===== config.mk =====
export PLATFORM = sky130hd
export DESIGN_NAME = fnd_share_arbiter
export DESIGN_NICKNAME = d
export VERILOG_FILES = /design/src/rtl/fnd_share_arbiter.sv
export SDC_FILE = /design/constraint.sdc
export NUM_CORES = 1
export LEC_CHECK = 0
export ABC_AREA = 0
export CORE_MARGIN = 5
export CORE_UTILIZATION = 52
export DETAILED_ROUTE_END_ITERATION = 8
export PLACE_DENSITY = 0.83
export SLEW_MARGIN = 20
export SYNTH_ARGS = -nofsm -noshare
export SYNTH_HDL_FRONTEND = slang
export SYNTH_SLANG_ARGS = --single-unit

===== constraint.sdc =====
create_clock -name clk -period 3.25 [get_ports clk]
set_clock_uncertainty 0.05 [all_clocks]
set_input_delay 0.4875 -clock clk [delete_from_list [all_inputs] [get_ports clk]]
set_output_delay 0.4875 -clock clk [all_outputs]
set_load 0.02 [all_outputs]

===== src/rtl/fnd_share_arbiter.sv =====
// Round-robin arbiter that shares one 4-digit FND display among N_SRC requesters.
// Each grant is held for HOLD_CYC cycles unless the owner releases it early.
module fnd_share_arbiter #(
  parameter int          N_SRC    = 4,
  parameter int          HOLD_CYC = 125_000_000,
  parameter logic [15:0] IDLE_VAL = 16'h0000
) (
  input  logic                 clk,
  input  logic                 reset_n,
  input  logic [N_SRC-1:0]     req,
  input  logic [16*N_SRC-1:0]  src_value,
  output logic [N_SRC-1:0]     grant,
  output logic [15:0]          value_out,
  output logic                 busy,
  output logic                 hold_done,
  output logic [1:0]           state_dbg
);

  localparam int PTR_W = $clog2(N_SRC);
  localparam int CNT_W = $clog2(HOLD_CYC);
  localparam logic [CNT_W-1:0] CNT_MAX = CNT_W'(HOLD_CYC - 1);

  typedef enum logic [1:0] {
    IDLE   = 2'd0,
    SHOW   = 2'd1,
    SWITCH = 2'd2
  } state_t;

  state_t            state, next_state;
  logic [CNT_W-1:0]  hold_cnt, cnt_d;
  logic [PTR_W-1:0]  last_ptr, ptr_d;
  logic [N_SRC-1:0]  grant_d;
  logic [15:0]       value_d;
  logic              busy_d, done_d;

  logic              win_valid;
  logic [PTR_W-1:0]  win_idx;
  logic              owner_req, other_req, expired, take;

  // Handshake: req is a level request held by the source; grant is the one-hot
  // acknowledge. A source owns the display for every cycle its grant bit is high.
  function automatic logic [PTR_W:0] rr_pick(input logic [N_SRC-1:0] r,
                                             input logic [PTR_W-1:0] last);
    logic             found;
    logic [PTR_W-1:0] pick;
    int               idx;
    found = 1'b0;
    pick  = '0;
    for (int k = 1; k <= N_SRC; k++) begin
      idx = (int'(last) + k) % N_SRC;
      if (!found && r[idx]) begin
        found = 1'b1;
        pick  = PTR_W'(idx);
      end
    end
    return {found, pick};
  endfunction

  assign {win_valid, win_idx} = rr_pick(req, last_ptr);
  assign owner_req = req[last_ptr];
  assign other_req = |(req & ~(N_SRC'(1) << last_ptr));
  assign expired   = (hold_cnt == CNT_MAX);
  assign state_dbg = state;

  always_ff @(posedge clk or negedge reset_n) begin
    if (!reset_n) begin
      state     <= IDLE;
      hold_cnt  <= '0;
      last_ptr  <= PTR_W'(N_SRC - 1);
      grant     <= '0;
      value_out <= IDLE_VAL;
      busy      <= 1'b0;
      hold_done <= 1'b0;
    end else begin
      state     <= next_state;
      hold_cnt  <= cnt_d;
      last_ptr  <= ptr_d;
      grant     <= grant_d;
      value_out <= value_d;
      busy      <= busy_d;
      hold_done <= done_d;
    end
  end

  always_comb begin
    next_state = state;
    cnt_d      = '0;
    ptr_d      = last_ptr;
    take       = 1'b0;
    case (state)
      IDLE: begin
        if (win_valid) begin
          next_state = SHOW;
          take       = 1'b1;
        end
      end
      SHOW: begin
        // Expiry wins over a simultaneous owner drop; a sole owner keeps the display gap-free.
        if (expired) begin
          if (other_req)      next_state = SWITCH;
          else if (owner_req) next_state = SHOW;
          else                next_state = IDLE;
        end else if (!owner_req) begin
          next_state = SWITCH;
        end else begin
          cnt_d = hold_cnt + CNT_W'(1);
        end
      end
      SWITCH: begin
        if (win_valid) begin
          next_state = SHOW;
          take       = 1'b1;
        end else begin
          next_state = IDLE;
        end
      end
      default: next_state = IDLE;
    endcase
    if (take) ptr_d = win_idx;
  end

  always_comb begin
    grant_d = '0;
    value_d = value_out;
    busy_d  = 1'b0;
    done_d  = 1'b0;
    case (next_state)
      SHOW: begin
        grant_d = N_SRC'(1) << ptr_d;
        value_d = src_value[int'(ptr_d)*16 +: 16];
        busy_d  = 1'b1;
        done_d  = (cnt_d == CNT_MAX);
      end
      IDLE:    value_d = IDLE_VAL;
      default: value_d = value_out;
    endcase
  end

endmodule

==> results.md <==
- 6.60 — DR vias/cell
- 4418 — vias after detailed routing
- 61 — count of distinct cell types in the synthesized netlist
- 3.39 ns — CP required
- 0 — initial antenna violation count
- 47.6% — headroom to the max-slew limit
- 0 — Hold Buf Count CTS
- 0.00206 uW — static power due to leakage
- 0.00524 sq mm — area after detailed placement
- 0 — Max Transition Viols Final
- 0 — diodes inserted
- 93 — count of port buffers added during placement
- 0.0100 sq mm — area of the die
- 0.58 ns — Crit path largest cell delay
- false — RSZ-0062 raised after global routing
- 30.2% — proportion of netlist area held by the largest area contributor
- 0 — total DRC errors in the routed layout
- 8.72 sq um — Syn Area/Cell
- 9480 um — estimated wirelength of the detail-placed design
- 34 — maximum number of pins on one net before global-route repair
- 288 — number of DRC violations after detailed-routing iteration 0
- 0.32 ns — worst-skew pair later-pin latency
- flop — startpoint type of the worst setup path
- sky130_fd_sc_hd__dfrtp_1 (30%), sky130_fd_sc_hd__a221oi_1 (6.6%), sky130_fd_sc_hd__mux2_2 (4.8%) — cell types occupying the most area after synthesis
- 26.4% — compound-cell area share of the yosys netlist
- 641 — Final #Nets
- completed — status
- in -> async — worst min-delay path category
- -0.234 ns — minimum setup slack after placement
- sky130_fd_sc_hd__nor2_1 — cell with the most instances after synthesis
- compound AO/OA/AOI/OAI gates — crit-path leading delay family
- sky130_fd_sc_hd__dfrtp_1 — Primary FF master, synth
- last_ptr[1] — launch instance of the worst register-to-register path
- 3.04 ns — final critical-path required period
- 10 — number of cell instances on the worst register-to-register path
- 776 mW/mm^2 — power per cell area
- 68.8% — final standard cell utilization of the core
- 18.7% — simple-gate area share of the yosys netlist
- 93.6% — Final period util
- 0.779 ns — transition time at the pin with the least slew margin
- 11.5% — share of final-layout standard cells stronger than drive strength 1
- 0.00422 sq mm — mapped cell area
- 27.4% — Synth-to-Final Area Change
- 2 — maximum clock insertion buffer count
- 0.00538 sq mm — Layout Cell Area excl Fill
- 0 — number of flops mapped to enable cells by yosys
- 0 ns — Total Neg Setup Slack
- 3.18 ns — Arrival @ worst endpoint
- 94 — count of pins on the block boundary
- compound AO/OA/AOI/OAI gates — combinational family with the most area after synthesis
- flop — sort of element at the end of the critical path
- 100% — async set or reset register ratio after synthesis
- 0 — Max Cap Viol
- 25.7% — GRT Util Overall
- 0.347 mV — peak supply drop
- 54.1% — Initial Utilization
- 0 — number of endpoints with negative hold slack in the final report
- 0.891 — Routability Congestion
- 649 — Fill cells
- 0 — number of warnings issued by yosys
- sky130_fd_sc_hd__nor2_1 (52), sky130_fd_sc_hd__dfrtp_1 (51), sky130_fd_sc_hd__a221oi_1 (32) — most numerous cell types in the synthesized netlist
- sky130_fd_sc_hd__dfstp_2 — Slowest cell on crit path
- 31.5% — portion of the post-synthesis area used by sequential elements
- 20900 um — wire length of the first global-routing pass
- 0 — Final Setup Violations
- 100 um — die height
- 19.6 um — mean routed wirelength per cell
- 5 — TritonRoute pass-1 iters
- 100 um — horizontal die dimension
- 9.84% — fraction of synthesized area in multiplexers
- 9 — highest fanout seen on the critical path
- 0.11 ns — clock slew at the register clock pins of the worst setup and hold paths
- 0 — remaining antenna violation count
- 4384 — vias in the first global route
- inv_1 > ha_1 > nor4bb_1 > a311o_1 > a211oi_1 > o21ai_4 > buf_4 > buf_4 > a221oi_1 > a211oi_1 — series of cell instances along the critical path
- reg -> reg — worst setup path category
- value_out[10] — capturing point of the worst reg2reg path
- 13100 um — total routed wirelength
- 0.180 ns — Hold Worst Slack
- 1.48% — adder-cell share of the synthesized area
- 2 — maximum level of the CTS H-tree
- 53 — CTS sink count
- 484 — count of mapped cells out of synthesis
- 329 MHz — achievable clock frequency
- 0.00781 sq mm — placeable core region
- 0 — total overflow reported by the global router
- sky130_fd_sc_hd__clkbuf_8 — Root Driver
- 32 — Rows
- 559 — nets in the synthesized netlist
- 53 — number of synthesized register bits
- 3 — Buffers & Inverters on Critical Path
- 0.207 ns — post-route worst setup slack
- 0.21 ns — slack of the worst reg-to-reg path
- sky130_fd_sc_hd__dfrtp_1 — biggest area consumer among synthesized cells
- 5 — Num CTS Buffers
- done — CTS tree
- 5.40% — xor and xnor fraction of the mapped netlist area
[worst max path at each step]
stage                startpoint             to  cells past startpoint
detailed placement       req[0]  value_out[11]                      7
floorplan           last_ptr[0]  value_out[10]                     11
finish              last_ptr[1]  value_out[10]                     10
CTS                 last_ptr[1]   value_out[1]                      7
global route        last_ptr[1]  value_out[11]                      7
global placement         req[2]   value_out[9]                      9
[through the flow]
step	power, uW	instances
after floorplan	2780	484
after global placement	3590	658
after detailed placement	3680	658
after CTS	4090	666
after global routing	4450	669
final	4170	669
[sequential cells by signal (all words and copies together), names as in the netlist]
register	flops
hold_cnt	27
last_ptr	2
busy	1
value_out	16
state_dbg	2
hold_done	1
grant	4
[layout make-up]
class                      count  area [sq um]  area share (%)
multi-input combinational    362          2630            48.9
inverter                      30           113            2.09
clock buffer                   5          68.8            1.28
sequential                    53          1330            24.7
timing repair buffer         114          1080            20.2
tap                          102           128            2.37
clock inverter                 3          25.0           0.466
[repair_timing]
action                                  CTS  global route
pin swaps                                 0             1
endpoints found under the setup margin   16            16
gates resized for setup                   1             1
setup buffers                             0             3
[report_power, final]
part / total, uW / switching [uW] / internal [uW]
logic: 2830 / 1610 / 1220
registers: 945 / 113 / 832
clock network: 399 / 243 / 156
[kinds of logic (layout without fill, tap and decap cells)]
group,after synthesis,after routing
xor gates and xnor gates,26,26
buffers and inverters,69,152
and+or+nand+nor,150,150
muxes,38,38
AOI/OAI and AO/OA,143,143
DFF,53,53
adders and majority gates,5,5
[layer usage]
layer / up-vias / share of wire (%) / track usage, %
li1: 2022 / - / -
met1: 2073 / 41 / 34.3
met2: 276 / 48 / 41.7
met3: 47 / 8.6 / 3.75
met4: 0 / 2.8 / 10.8
met5: - / 0 / 0
[layout by cell type, fill, tap and decap left out, types with 15 or more instances in the layout]
cell type,netlist,routed
sky130_fd_sc_hd__clkdlybuf4s50_1,0,92
sky130_fd_sc_hd__nor2_1,52,52
sky130_fd_sc_hd__dfrtp_1,51,51
sky130_fd_sc_hd__a221oi_1,32,32
sky130_fd_sc_hd__inv_1,28,28
sky130_fd_sc_hd__nand2_1,28,28
sky130_fd_sc_hd__buf_4,1,21
sky130_fd_sc_hd__a21oi_1,20,20
sky130_fd_sc_hd__mux2i_1,19,19
sky130_fd_sc_hd__o31ai_1,19,19
sky130_fd_sc_hd__a211oi_1,18,18
sky130_fd_sc_hd__mux2_2,18,18
sky130_fd_sc_hd__a2bb2oi_1,16,16
sky130_fd_sc_hd__a2111oi_0,16,16
sky130_fd_sc_hd__xnor2_1,15,15
Power figures use the tool's default switching activity.
==> variant, RTL diff (same flow settings) <==
`HOLD_CYC`: 125_000_000 -> 250_000_000.
--- a/src/rtl/fnd_share_arbiter.sv
+++ b/src/rtl/fnd_share_arbiter.sv
@@ -2,7 +2,7 @@
 // Each grant is held for HOLD_CYC cycles unless the owner releases it early.
 module fnd_share_arbiter #(
   parameter int          N_SRC    = 4,
-  parameter int          HOLD_CYC = 125_000_000,
+  parameter int          HOLD_CYC = 250_000_000,
   parameter logic [15:0] IDLE_VAL = 16'h0000
 ) (
   input  logic                 clk,
Function: no difference found for any inputs over 4 cycles, from zero or initial values and one cycle with reset_n low; that may be too few to reach the edited logic, so the function may still have changed.
==> variant against the unedited design <==
  * Non-clock buffer count down 12
  * Die area down 19%
  * Combinational power down 34%
  * Design area down 17%
  * Setup slack better by 80 ps
  * Wire length down 33%
  * Core utilization up 2.6 points
  * Synthesized area down 21%
  * Power down 19%
  * Sequential cell count up 1
  * Largest cell class unchanged
  * Highest routed layer unchanged
==> variant: results (changes against the unedited design) <==
- Clock buffers: 6 (+1)
- Post-synth cell types: 57 (-6.6%)
- GRT Total Usage: 0.220 (-0.0368)
- Final Non-Filler Cells: 484 (-28%)
- R2R depth: 9 (-1)
- Seq/total area: 0.302 (+0.0545)
- Top flop regs: hold_cnt x28, value_out x16, grant x4
- Status: finished, final reports clean
- Crit path largest cell delay: 690 ps (+110 ps)
- Peak supply drop: 502 uV (+44%)
- Fraction of layout instances using a drive strength above 1: 0.120 (+0.00575)
- Fillers: 467 (-28%)
- Syn_nets: 392 (-30%)
- Final HPWL from detailed placement: 6800 um (-28%)
- GPL Wtd Cong: 0.936 (+5.1%)
- Seq/Total Area, Yosys: 0.406 (+0.0915)
- Met2 WL: 4540 um (-28%)
- Synthesized instance count: 317 (-35%)
- Count of multi-input gates: 234 (-35%)
- Met2 usage: 0.392 (-0.0246)
- Initial drt markers: 177 (-39%)
- Vias in the first global route: 3,027 (-31%)
- Signal buf overhead: 0.224 (+0.0226)
- Sw power: 0.00125 W (-37%)
- FF-to-FF End: value_out[5]
- First-pass GRT wire length: 14,700 um (-30%)
- Synth area leaders: dfrtp_1 (39%), mux4_2 (11%), nor2_1 (4.4%)
- Inverters: 9 (-70%)
- Sequential power share: 0.293 (+0.066)
- DRT Pass-1 Iters: 4 (-1)
- Clock distribution power: 0.000548 W (+37%)
- Worst Path Max Fanout: 20 (+11)
- Metal3 WL: 766 um (-32%)
- Multi-input gate area: 0.00185 mm^2 (-29%)
- Met3 GRT Util: 0.0676 (+0.0301)
- Pwr Total: 0.00340 W (-19%)
- Worst EP arrival: 3120 ps (-60 ps)
- CTS resizes: 0 (-1)
==> variant: how the worst max path moves through the flow <==
stage | startpoint | end | slack [ps]
after floorplan | last_ptr[1] | value_out[10] | 440
after global placement | req[3] | value_out[4] | 170
after detailed placement | req[3] | value_out[5] | 30
after CTS | last_ptr[1] | value_out[5] | 280
after global routing | last_ptr[1] | value_out[5] | 90
final | last_ptr[1] | value_out[5] | 290
==> variant: logic make-up after synthesis <==
group                    after synthesis  share of synthesized area
flip-flops                            54                      0.406
AND/OR/NAND/NOR                      134                      0.223
multiplexers                          23                      0.136
adder cells (fa/ha/maj)                5                     0.0188
buffers and inverters                 29                     0.0424
AO/OA/AOI/OAI                         46                      0.106
XOR/XNOR                              26                     0.0683
==> variant: metrics by stage <==
step                instance area, um^2   util  worst slack [ps]
floorplan                          3330      -               439
global placement                   4340  0.692               170
detailed placement                 4340  0.692              30.5
CTS                                4490  0.715               277
global route                       4490  0.715              89.8
finish                             4490  0.715               287
